--- src/rtl/viterbi_rx_ctrl_if.sv ---
// Handshake and symbol-tagging bundle between the upstream word source,
// the Viterbi receive controller, the bit extractor and the ACS/traceback stages.
interface viterbi_rx_ctrl_if #(
    parameter int IDX_W = 5
) ();
    logic             i_valid;
    logic [15:0]      i_data;
    logic             o_ready;
    logic [15:0]      o_data;
    logic             o_en_ext;
    logic             i_acs_ready;
    logic             o_sym_valid;
    logic [IDX_W-1:0] o_sym_idx;
    logic             o_frame_last;
    logic             o_tb_start;
    logic             i_tb_done;
    logic             o_busy;

    // Environment side: supplies words, ACS back-pressure and traceback completion.
    modport master (
        output i_valid, i_data, i_acs_ready, i_tb_done,
        input  o_ready, o_data, o_en_ext, o_sym_valid, o_sym_idx,
        input  o_frame_last, o_tb_start, o_busy
    );

    // Controller side.
    modport slave (
        input  i_valid, i_data, i_acs_ready, i_tb_done,
        output o_ready, o_data, o_en_ext, o_sym_valid, o_sym_idx,
        output o_frame_last, o_tb_start, o_busy
    );
endinterface

--- src/rtl/viterbi_rx_ctrl.sv ---
// Receive controller for the Viterbi front end: captures one 16-bit word at a
// time, steps the 2-bit MSB-first extractor through its 8 symbols under ACS
// back-pressure, tags each symbol with its trellis stage, and hands the frame
// to traceback after FRAME_WORDS words.
module viterbi_rx_ctrl #(
    parameter int SYMS_PER_WORD = 8,
    parameter int FRAME_WORDS   = 4,
    parameter int IDX_W         = 5
) (
    input  logic               clk,
    input  logic               rst,
    viterbi_rx_ctrl_if.slave   bus
);
    localparam int SYM_W  = $clog2(SYMS_PER_WORD);
    localparam int WORD_W = (FRAME_WORDS > 1) ? $clog2(FRAME_WORDS) : 1;

    localparam logic [SYM_W-1:0]  SYM_LAST   = SYM_W'(SYMS_PER_WORD - 1);
    localparam logic [WORD_W-1:0] WORD_LAST  = WORD_W'(FRAME_WORDS - 1);
    localparam logic [IDX_W-1:0]  STAGE_LAST = IDX_W'(SYMS_PER_WORD * FRAME_WORDS - 1);

    typedef enum logic [1:0] {
        ST_IDLE    = 2'd0,
        ST_RUN     = 2'd1,
        ST_FLUSH   = 2'd2,
        ST_TB_WAIT = 2'd3
    } state_t;

    state_t            state_r;
    logic [SYM_W-1:0]  sym_cnt_r;
    logic [WORD_W-1:0] word_cnt_r;
    logic [IDX_W-1:0]  stage_cnt_r;
    logic [15:0]       data_r;
    logic              sym_valid_r;
    logic [IDX_W-1:0]  sym_idx_r;
    logic              frame_last_r;
    logic              tb_start_r;
    logic              en_ext_s;

    // Extractor enable: only in RUN, and only when the ACS can take the symbol.
    always_comb begin
        en_ext_s = 1'b0;
        if (state_r == ST_RUN) begin
            en_ext_s = bus.i_acs_ready;
        end else begin
            en_ext_s = 1'b0;
        end
    end

    // Frame sequencer plus the one-cycle-delayed symbol tags that line up with the extractor output.
    always_ff @(posedge clk or negedge rst) begin
        if (!rst) begin
            state_r      <= ST_IDLE;
            sym_cnt_r    <= '0;
            word_cnt_r   <= '0;
            stage_cnt_r  <= '0;
            data_r       <= 16'h0000;
            sym_valid_r  <= 1'b0;
            sym_idx_r    <= '0;
            frame_last_r <= 1'b0;
            tb_start_r   <= 1'b0;
        end else begin
            sym_valid_r  <= en_ext_s;
            frame_last_r <= en_ext_s && (stage_cnt_r == STAGE_LAST);
            tb_start_r   <= 1'b0;
            if (en_ext_s) begin
                sym_idx_r <= stage_cnt_r;
            end

            case (state_r)
                ST_IDLE: begin
                    if (bus.i_valid) begin
                        data_r  <= bus.i_data;
                        state_r <= ST_RUN;
                    end
                end
                ST_RUN: begin
                    if (en_ext_s) begin
                        stage_cnt_r <= stage_cnt_r + IDX_W'(1);
                        if (sym_cnt_r == SYM_LAST) begin
                            sym_cnt_r <= '0;
                            if (word_cnt_r == WORD_LAST) begin
                                state_r <= ST_FLUSH;
                            end else begin
                                word_cnt_r <= word_cnt_r + WORD_W'(1);
                                state_r    <= ST_IDLE;
                            end
                        end else begin
                            sym_cnt_r <= sym_cnt_r + SYM_W'(1);
                        end
                    end
                end
                ST_FLUSH: begin
                    // Last symbol is on the extractor output this cycle; kick traceback next.
                    tb_start_r <= 1'b1;
                    state_r    <= ST_TB_WAIT;
                end
                ST_TB_WAIT: begin
                    if (bus.i_tb_done) begin
                        word_cnt_r  <= '0;
                        stage_cnt_r <= '0;
                        state_r     <= ST_IDLE;
                    end
                end
                default: begin
                    state_r <= ST_IDLE;
                end
            endcase
        end
    end

    assign bus.o_ready      = (state_r == ST_IDLE);
    assign bus.o_busy       = (state_r != ST_IDLE);
    assign bus.o_en_ext     = en_ext_s;
    assign bus.o_data       = data_r;
    assign bus.o_sym_valid  = sym_valid_r;
    assign bus.o_sym_idx    = sym_idx_r;
    assign bus.o_frame_last = frame_last_r;
    assign bus.o_tb_start   = tb_start_r;
endmodule

--- src/flat_wrapper.sv ---
// flat-port wrapper written by rule: the top's interface ports become plain ports
module viterbi_rx_ctrl_flat 
#(
    parameter int SYMS_PER_WORD = 8,
    parameter int FRAME_WORDS   = 4,
    parameter int IDX_W         = 5
)
  (clk, rst, bus_i_valid, bus_i_data, bus_i_acs_ready, bus_i_tb_done, bus_o_ready, bus_o_data, bus_o_en_ext, bus_o_sym_valid, bus_o_sym_idx, bus_o_frame_last, bus_o_tb_start, bus_o_busy);
  viterbi_rx_ctrl_if #(.IDX_W(IDX_W)) bus_i ();
  input  logic clk;
  input  logic rst;
  input wire logic [$bits(bus_i.i_valid)-1:0] bus_i_valid;
  input wire logic [$bits(bus_i.i_data)-1:0] bus_i_data;
  input wire logic [$bits(bus_i.i_acs_ready)-1:0] bus_i_acs_ready;
  input wire logic [$bits(bus_i.i_tb_done)-1:0] bus_i_tb_done;
  output wire logic [$bits(bus_i.o_ready)-1:0] bus_o_ready;
  output wire logic [$bits(bus_i.o_data)-1:0] bus_o_data;
  output wire logic [$bits(bus_i.o_en_ext)-1:0] bus_o_en_ext;
  output wire logic [$bits(bus_i.o_sym_valid)-1:0] bus_o_sym_valid;
  output wire logic [$bits(bus_i.o_sym_idx)-1:0] bus_o_sym_idx;
  output wire logic [$bits(bus_i.o_frame_last)-1:0] bus_o_frame_last;
  output wire logic [$bits(bus_i.o_tb_start)-1:0] bus_o_tb_start;
  output wire logic [$bits(bus_i.o_busy)-1:0] bus_o_busy;
  assign bus_i.i_valid = bus_i_valid;
  assign bus_i.i_data = bus_i_data;
  assign bus_i.i_acs_ready = bus_i_acs_ready;
  assign bus_i.i_tb_done = bus_i_tb_done;
  assign bus_o_ready = bus_i.o_ready;
  assign bus_o_data = bus_i.o_data;
  assign bus_o_en_ext = bus_i.o_en_ext;
  assign bus_o_sym_valid = bus_i.o_sym_valid;
  assign bus_o_sym_idx = bus_i.o_sym_idx;
  assign bus_o_frame_last = bus_i.o_frame_last;
  assign bus_o_tb_start = bus_i.o_tb_start;
  assign bus_o_busy = bus_i.o_busy;
  viterbi_rx_ctrl #(.SYMS_PER_WORD(SYMS_PER_WORD), .FRAME_WORDS(FRAME_WORDS), .IDX_W(IDX_W)) u_core (.clk(clk), .rst(rst), .bus(bus_i));
endmodule
--- config.mk ---
export PLATFORM = sky130hd
export DESIGN_NAME = viterbi_rx_ctrl_flat
export DESIGN_NICKNAME = d
export VERILOG_FILES = /design/src/rtl/viterbi_rx_ctrl_if.sv /design/src/rtl/viterbi_rx_ctrl.sv /design/src/flat_wrapper.sv
export SDC_FILE = /design/constraint.sdc
export NUM_CORES = 1
export LEC_CHECK = 0
export CAP_MARGIN = 10
export CORE_ASPECT_RATIO = 0.75
export CORE_MARGIN = 1
export CORE_UTILIZATION = 46
export CTS_CLUSTER_SIZE = 40
export DETAILED_ROUTE_END_ITERATION = 8
export GPL_TIMING_DRIVEN = 0
export PLACE_DENSITY_LB_ADDON = 0.12
export SYNTH_ARGS = -nofsm -noshare
export SYNTH_HDL_FRONTEND = slang
export SYNTH_SLANG_ARGS = --single-unit
--- constraint.sdc ---
create_clock -name clk -period 2.1 [get_ports clk]
set_clock_uncertainty 0.1 [all_clocks]
set_input_delay 0.315 -clock clk [delete_from_list [all_inputs] [get_ports clk]]
set_output_delay 0.315 -clock clk [all_outputs]
set_load 0.005 [all_outputs]
* Yosys cells after proc, flatten, opt, wreduce, memory -nomap -nowiden
Index checks and enable logic that the tools add are counted.
** Storage, ports and cells
- Flip-flop bits (word level) :: 36
- Output and inout port bits :: 27
** Cells by class
- $add $sub $neg :: 3
- Mux-type cells :: 16
- Reduce and logical (&&, ||, !) cells :: 9
- Eq/ne operators :: 11
** Operators with widths (number)
- 2-to-1 mux 2 bit :: 8
- 2-to-1 mux 5 bit :: 2
- one-hot mux 5 bit (2 select lines) :: 1
- inequality test 2 bit (second input constant) :: 4
- one-hot mux 2 bit (4 select lines) :: 1
- equality test 2 bit (second input constant) :: 3
- adder 5 x 1 -> 5 bit (second input constant) :: 1
- equality test 5 bit (second input constant) :: 1
- AND reduction 5 bit :: 1
- one-hot mux 2 bit (2 select lines) :: 1
- AND reduction 2 bit :: 2
- AND reduction 4 bit :: 1
- nonzero test 2 bit :: 2
- adder 3 x 1 -> 3 bit (second input constant) :: 1
- equality test 3 bit (second input constant) :: 1
- 2-to-1 mux 3 bit :: 1
- AND reduction 3 bit :: 1
- adder 2 x 1 -> 2 bit (second input constant) :: 1
- equality test 2 x 1 -> 1 bit (second input constant) :: 1
- logical NOT 2 bit :: 1
- 2-to-1 mux 1 bit :: 2
- inequality test 2 x 1 -> 1 bit (second input constant) :: 1
- logical AND 1 bit :: 1

* Depth between registers and ports, before layout
Gate-level depths: netlist of the first run.
- Depth in word-level cells :: 5
- Mapped depth :: 5
- Gate-level depth less buffers :: 5

* Least setup slack after synthesis of the first run
Ideal clock, no wire load.
- Path type :: reg2reg
- From :: reg u_core.sym_cnt_r[0]
- To :: reg u_core.word_cnt_r[0]
- Stages on the path, launching flop included :: 6
- Slack :: 0.529 ns
- Setup time :: 0.087 ns
- Arrival time :: 1.385 ns
- Clock period less this slack :: 1.571 ns
- Cells stage by stage :: dfrtp_1 ha_1 ha_1 and4bb_2 a211o_2 o211ai_1
** Between the ends
- Word-level cells in the longest chain between the ends :: 3
** Ends and longest elaborated chain
- start, declared :: line viterbi_rx_ctrl.sv:29 : logic [SYM_W-1:0] sym_cnt_r;
- start signal, assigned :: line viterbi_rx_ctrl.sv:88 : sym_cnt_r <= sym_cnt_r + SYM_W'(1);
- equality test 3 bit :: line viterbi_rx_ctrl.sv:79 : if (sym_cnt_r == SYM_LAST) begin
- inequality test 2 bit (no line)
- AND reduction 5 bit (no line)
- end signal, assigned :: line viterbi_rx_ctrl.sv:84 : word_cnt_r <= word_cnt_r + WORD_W'(1);
- end, declared :: line viterbi_rx_ctrl.sv:30 : logic [WORD_W-1:0] word_cnt_r;
Every way passes these cells.
A chain may end at the register's enable or synchronous reset.

==> run summary, run 1 <==
The run finished with clean final reports. Summing over every cut layer, the via total after detailed routing is 1122. The first detailed-routing pass ran for 4 iterations.

The TritonCTS clock tree is done. The sequential element share of the synthesized area came out at 0.581. The quantity of hold-fixing buffers added after cts is 0.

In this run the clock root is driven by a sky130_fd_sc_hd__clkbuf_8. Setup repair after global routing left no endpoint under its margin. In this run the cell area of the synthesized design comes to around 1600 µm². The initial antenna violation count is 0. The combinational group share of total power is 0.433. The post-route worst setup slack came out at approximately 0.084 ns.

Prior to clock tree synthesis, the placed netlist has a worst setup slack of -0.309 ns. The max-slew violation total from the final report is 0. The largest net degree at the start of global routing is 37.

The starting DRC count in detailed routing is just over 60. The count of flip-flops with a built-in enable after synthesis came out at 0. The placeable core region came out at 3060 µm². The tool flagged a number of max-cap violations equal to 0. The last weighted congestion value of the routability-driven placer came out at ~0.75. The worst slew margin relative to its limit came out at 0.489. Yosys instantiated no cell more often than sky130_fd_sc_hd__dfrtp_1.

The depth of the worst register-to-register path is 6. Counting instances in the post-synthesis netlist gives the leading cell types as sky130_fd_sc_hd__dfrtp_1, sky130_fd_sc_hd__nand2_1, sky130_fd_sc_hd__mux2_4. Power spread over the standard cell area amounts to ~1300 nW/µm². Counting flops with an async set or reset pin after synthesis yields a share of 1.00. Dividing the final minimum period by the clock period gives 0.960.

The maximum clock rate is around 500 MHz. The number of instances in the synthesized netlist came out at around 120. Setup violations remaining at the end of the flow were counted as 0. The layer carrying the most global-route usage is met2. The routed wire length is 3170 µm. The area overhead of the layout relative to synthesis is 40.4%. STA classifies the critical path startpoint as a flip-flop. By area the synthesized netlist is led by sky130_fd_sc_hd__dfrtp_1, sky130_fd_sc_hd__mux2_4, sky130_fd_sc_hd__nand2_1. The clock tree buffer depth is 2.

0 antenna diodes ended up in the layout. The worst min-delay path category is in2async. In this run the worst path has a maximum fanout of 5. The type of destination of the critical path is a primary output. The data required time at the worst endpoint came out at around 1.7 ns. The portion of total power attributed to the clock network came out at 0.147. The transition time at the pin with the least slew margin is between 0.7 and 0.8 ns.

The count of nets left with antenna violations once routing finished came out at 0. The critical path start-end classification is reg2out. The number of sinks on the clock net came out at 36. For this design the top-level I/O count stands at between 40 and 50. The initial core utilization is 0.506. The total net switching power came out at 847 µW. The number of warnings printed during yosys synthesis is 0. The switching portion of total power came out at 0.294.

The area of the die is 3610 µm². Among all flip-flop cells after synthesis, the most frequent one is sky130_fd_sc_hd__dfrtp_1. For this run, design rule violations remaining after detail routing come to 0. Input and output buffers added on the ports amount to 47. The worst vdd rail ir drop came out at between 0.9 and 1 mV.

The number of hold-slack violations in the final timing report came out at 0. The post-synthesis average cell area is around 13 µm². The synthesized net count came out at 147. Clock-pin slew was measured on the worst setup and hold paths at about 0.060 ns.

The detailed placement HPWL is 2230 µm. For this run, global-route usage on met3 was measured as 0.0635. The distinct cell type count of the synthesized netlist came out at 29. The synthesized design spends more area on one cell type than any other, namely sky130_fd_sc_hd__dfrtp_1. The die is about 52 µm tall. The overall power after layout came out at around 2.9 mW. Buffers inserted during clock tree synthesis total 5. The leakage power figure is 1.01 nW. The post-route setup TNS came out at 0 ns. The final layout contains just over 200 nets. The chip width came out at approximately 69 µm.

The arrival time at the worst endpoint came out at 1.60 ns. The part of the total power dissipated in sequential elements came out at 0.420. The combined global-route utilization of all metal layers is 0.189. For met1 alone, demand over resource in global routing was 0.237. The via count of the first global-routing pass came out at around 1.1k.

The internal power of the cells totals roughly 2.0 mW. The global-route congestion overflow total is 0. The number of vias per cell is around 5.2.

Dividing the detail-routed wire length by the instance count gives 14.7 µm. The fraction of synthesized cell area taken by the top area cell type is 0.581. The first global-routing pass estimated approximately 5100 µm of wire. The floorplan has 17 rows. Of the cells placed in the final design, the portion with a size suffix greater than 1 is 0.213. The deepest level of the CTS H-tree came out at 2. The synthesis-stage register bit count is 36. Clock latency on the worst-skew pair, taken at its later pin, is about 0.28 ns. The met2 usage in global routing came out at 0.309. The clock period could shrink to 2.02 ns.
==> cell type report <==
| cell class | instances | area, µm² |
|---|---|---|
| inverters | 5 | 18.8 |
| fillers | 218 | 887 |
| multi-input cells | 75 | 586 |
| repair buffers | 52 | 502 |
| well taps | 38 | 47.5 |
| flip-flops and latches | 36 | 902 |
| plain buffers | 5 | 51.3 |
| clock buffers | 5 | 68.8 |
==> per-stage QoR <==
stage | hold slack (ns) | utilization | cells | cell area [µm²]
finish | 0.00727 | 0.710 | 216 | 2180
global route | 0.0806 | 0.710 | 216 | 2180
CTS | 0.0339 | 0.703 | 213 | 2150
detailed placement | 0.339 | 0.674 | 206 | 2060
global placement | 0.360 | 0.675 | 206 | 2070
floorplan | -0.0806 | - | 121 | 1550
==> power by group through the flow <==
stage	logic, mW	clock network (mW)	registers (mW)
after floorplan	0.584	0	1.20
after global placement	1.15	0	1.20
after detailed placement	1.20	0	1.22
after CTS	1.24	0.435	1.21
after global routing	1.36	0.465	1.25
final	1.25	0.424	1.21
==> cell usage in the layout (no fill, tap or decap), types with 2 or more instances in the layout <==
| cell | count |
|---|---|
| sky130_fd_sc_hd__a211o_2 | 2 |
| sky130_fd_sc_hd__a21boi_0 | 2 |
| sky130_fd_sc_hd__a21o_1 | 2 |
| sky130_fd_sc_hd__a22o_1 | 2 |
| sky130_fd_sc_hd__and2_1 | 2 |
| sky130_fd_sc_hd__buf_2 | 2 |
| sky130_fd_sc_hd__buf_4 | 5 |
| sky130_fd_sc_hd__buf_6 | 2 |
| sky130_fd_sc_hd__clkbuf_8 | 5 |
| sky130_fd_sc_hd__clkdlybuf4s50_1 | 45 |
| sky130_fd_sc_hd__dfrtp_1 | 35 |
| sky130_fd_sc_hd__ha_1 | 5 |
| sky130_fd_sc_hd__inv_1 | 4 |
| sky130_fd_sc_hd__mux2_2 | 6 |
| sky130_fd_sc_hd__mux2_4 | 10 |
| sky130_fd_sc_hd__nand2_1 | 22 |
| sky130_fd_sc_hd__nand3_1 | 5 |
| sky130_fd_sc_hd__nand4_1 | 2 |
| sky130_fd_sc_hd__o211ai_1 | 2 |
| sky130_fd_sc_hd__o21ai_0 | 3 |
==> cells by family (layout without fill, tap and decap cells) <==
family | Yosys count | after routing | synth area share
fa+ha+maj | 5 | 5 | 0.0404
compound gates | 15 | 15 | 0.0726
flops | 36 | 36 | 0.581
simple gates | 38 | 38 | 0.118
mux | 17 | 17 | 0.147
buf+inv | 10 | 67 | 0.0412
==> worst max-delay path, cell delays in order (launching register included) <==
cell and delay, ns:
sky130_fd_sc_hd__dfrtp_2 0.40, sky130_fd_sc_hd__nand3b_1 0.20, sky130_fd_sc_hd__inv_2 0.11, sky130_fd_sc_hd__buf_6 0.11, sky130_fd_sc_hd__clkdlybuf4s50_1 0.50
==> worst paths after layout <==
path,start,to,slack [ns]
worst max-delay path,flip-flop,bus_o_en_ext,0.08
worst min-delay path,rst,u_core.bus.o_tb_start$_DFF_PN0_,0.007
worst max register to register,flip-flop,u_core.bus.o_data[0]$_DFFE_PN0P_,0.42
worst min register to register,u_core.sym_cnt_r[1]$_DFFE_PN0P_,u_core.sym_cnt_r[1]$_DFFE_PN0P_,0.38
max in group asynchronous,rst,async pin,1.36
min in group clk,u_core.sym_cnt_r[1]$_DFFE_PN0P_,u_core.sym_cnt_r[1]$_DFFE_PN0P_,0.38
==> layer usage <==
layer  wire length [µm]  share of wire  vias to the layer above
li1                   -              -                      530
met4                 29         0.0092                        0
met2               1500           0.47                       40
met1               1440           0.45                      547
met3                201          0.063                        5
met5                  0              0                        -
==> state kept, by name, indices dropped and copies added, names as in the netlist, named ones only <==
name,flops
u_core.word_cnt_r,2
u_core.bus.o_sym_valid,1
u_core.bus.o_data,16
u_core.bus.o_frame_last,1
u_core.bus.o_sym_idx,5
u_core.stage_cnt_r,5
u_core.bus.o_tb_start,1
u_core.state_r,1
u_core.sym_cnt_r,3
==> timing repair <==
item                                    4_1_cts  5_1_grt
setup buffers                                 2        3
resized for setup                             5        0
endpoints found under the setup margin        1        1
endpoints found under the hold margin         0        0
Note: power is estimated with default switching activity, not from simulation.
==> run 2: changes to the inputs <==
- CORE_UTILIZATION: 46 -> 35
- CTS_BUF_LIST: not set -> sky130_fd_sc_hd__clkbuf_16
==> run 2 against run 1 <==
  * Fmax grew 5.0%
  * Die area grew 30%
  * First-iteration DRC count grew 37%
  * Clock power grew 64%
  * Sequential cell count is the same
  * Critical path type unchanged
  * Critical endpoint is now bus_o_ready
  * Largest cell class unchanged
  * Highest routed layer unchanged
==> run summary, run 2 (same netlist as run 1, synthesis figures left out) <==
The run finished with clean final reports. Along the worst path, the maximum fanout reaches 7. The initial antenna violation count was 0. The mean routed wirelength per cell came out at approximately 14 µm. The share of final-layout standard cells stronger than drive strength 1 is 0.217. The count of endpoints failing setup in the final report came out at 0.

The part of the total power dissipated in sequential elements came out at 0.383. The transition time at the pin with the least slew margin came out at 0.793 ns. At the end of the flow, the number of nets in the layout was approximately 200.

The switching portion of total power is 0.285. For flop-to-flop paths, the worst setup slack is 0.42 ns. The number of hold-slack violations in the final timing report came to 0. The post-layout instance area is roughly 2300 µm². The area growth from synthesis to layout is 45.9%. The max-cap violation count came out at 0.

The clock reaches the later pin of the worst-skew pair after around 0.28 ns. Summed over all failing endpoints, the final setup total negative slack is 0 ns. The CTS root buffer is sky130_fd_sc_hd__clkbuf_16.

The routed layout has approximately 1.1k vias. The initial core utilization is 0.373. Data on the critical path arrives at its endpoint at 1.51 ns. The worst register-to-register path has a depth of 6. After the flow finishes, the layout carries non-filler instances totaling around 240. The routed wire length came out at roughly 3300 µm. Among all stages on the critical path, the largest delay is contributed by sky130_fd_sc_hd__clkdlybuf4s50_1.

Summing all placed instances gives a cell area of between 2000 and 2500 µm². Data on the critical path is required at its endpoint by ~1.7 ns. The number of ports placed on the die boundary is 48. The clock drives 36 sinks. The combinational group share of total power came out at 0.395. The clock tree buffer depth came out at 2. The overall power after layout is 3.13 mW.

The total of buffers placed on input and output ports came out at 47. The area of the die is 4700 µm². The top cell types in the final layout, fill and taps aside, are sky130_fd_sc_hd__clkdlybuf4s50_1, sky130_fd_sc_hd__dfrtp_1, sky130_fd_sc_hd__nand2_1, sky130_fd_sc_hd__mux2_4, sky130_fd_sc_hd__mux2_2. The total internal power came out at ~2.2 mW. Across every metal layer, demand over resource in global routing totals 0.166.

The global-route congestion overflow total came out at 0. The detailed placement HPWL came out at 2230 µm. The final hold slack came out at 0.0201 ns. The number of placed instances, taps included, is roughly 220.

The maximum clock rate is ~520 MHz. The first TritonRoute pass finished after 4 iterations. The worst vdd rail ir drop is roughly 0.69 mV. The max-slew violation total from the final report is 0. The portion of total power attributed to the clock network is 0.222. The CTS clock-pin slew for the worst setup and hold paths is roughly 0.060 ns. Before CTS, the worst setup slack after placement is -0.316 ns. The post-route DRC violation count came out at 0. TritonCTS created 5 clock buffers. The y dimension of the die is 59.6 µm.

The placeable core region came out at ~4200 µm². The wire length of the first global-routing pass came out at approximately 5600 µm. The total net switching power is just under 900 µW. The worst reg2reg path endpoint is u_core.bus.o_data[4]$_DFFE_PN0P_. The leakage power figure came out at ~1.1 nW.

The largest net degree at the start of global routing came out at 37. Leaving out fill and tap cells, the most frequent cell in the layout is sky130_fd_sc_hd__clkdlybuf4s50_1. The worst slew margin relative to its limit is 0.472. The cell row count came out at 20.

The starting DRC count in detailed routing is 85. By startpoint and endpoint, the worst setup path is classified as reg2out. The minimum clock period came out at slightly below 2 ns. The via count of the first global-routing pass is around 1.1k. Walking the worst path, the cells encountered are buf_4, nor2_2, clkdlybuf4s50_1.

In the post-route analysis, the smallest setup slack over all paths is roughly 0.18 ns. Setup repair after global routing left no endpoint under its margin. The number of flip-flops under the largest register name came out at 16. The biggest cell delay along the critical path came out at between 0.5 and 0.6 ns. The TritonCTS clock tree is done.

The type of destination of the critical path is a primary output. STA classifies the critical path startpoint as a flip-flop. The worst hold path belongs to the class in2async. The chip width is 78.9 µm. After detailed routing, the number of vias per cell comes to approximately 4.7. The fraction of the cycle the final worst path needs is 0.915. The count of antenna-violating nets left after detailed routing is 0. The H-tree was split into 2 levels. The power per standard cell area came out at approximately 1400 nW/µm².

The final core utilization came out at 0.545. The last weighted congestion value of the routability-driven placer is between 0.7 and 0.8. The number of diodes came out at 0.
## run 2: cell count changes in the layout (fill, tap and decap cells not counted), sizes merged
| cell | delta |
|---|---|
| buf | -1 |
| dlymetal6s2s | +1 |
| clkinv | +3 |
| clkdlybuf4s50 | -1 |
## run 2: cell type report
| class | instances | area [µm²] |
|---|---|---|
| clock buffer | 5 | 125 |
| buffer | 5 | 51.3 |
| timing repair buffer | 51 | 497 |
| inverter | 5 | 18.8 |
| multi-input combinational | 75 | 586 |
| sequential | 36 | 902 |
| clock inverter | 3 | 13.8 |
| tap | 55 | 68.8 |
| fill | 382 | 1890 |
## run 2: power groups by stage
stage               Clock (mW)  Combinational, mW  Sequential (mW)
floorplan                    0              0.584             1.20
global placement             0               1.16             1.20
detailed placement           0               1.19             1.21
CTS                      0.718               1.24             1.20
global route             0.760               1.37             1.24
finish                   0.696               1.24             1.20
## run 2: worst max path at each step
stage                                     from                                to  cells past startpoint  slack, ns
3_3_place_gp                   bus_i_acs_ready                      bus_o_en_ext                      5      -0.27
2_1_floorplan  u_core.sym_cnt_r[0]$_DFFE_PN0P_  u_core.word_cnt_r[0]$_DFFE_PN0P_                      5       0.53
6_report                             flip-flop                       bus_o_ready                      3       0.18
3_5_place_dp                   bus_i_acs_ready                      bus_o_en_ext                      5      -0.32
5_1_grt                              flip-flop                       bus_o_ready                      3       0.09
4_1_cts                              flip-flop                      bus_o_en_ext                      4       0.03
## run 2: what timing repair did
action / CTS / global route
gates resized for setup: 5 / 1
endpoints found under the setup margin: 1 / 1
hold buffers: 0 / 0
pin swaps: 1 / 0
buffers inserted: 2 / 2
## run 2: metal layers
layer  track usage  vias to the layer above  part of all wire
li1              -                      533                 -
met1         0.219                      543              0.48
met2         0.246                       31              0.45
met3        0.0477                        4             0.061
met4        0.0935                        0             0.014
met5             0                        -                 0
## run 2: worst max-delay path: cells and delay by family (launching register included)
family	cells	cell delay [ns]
flops	1	0.40
simple gates	1	0.15
buf+inv	2	0.68
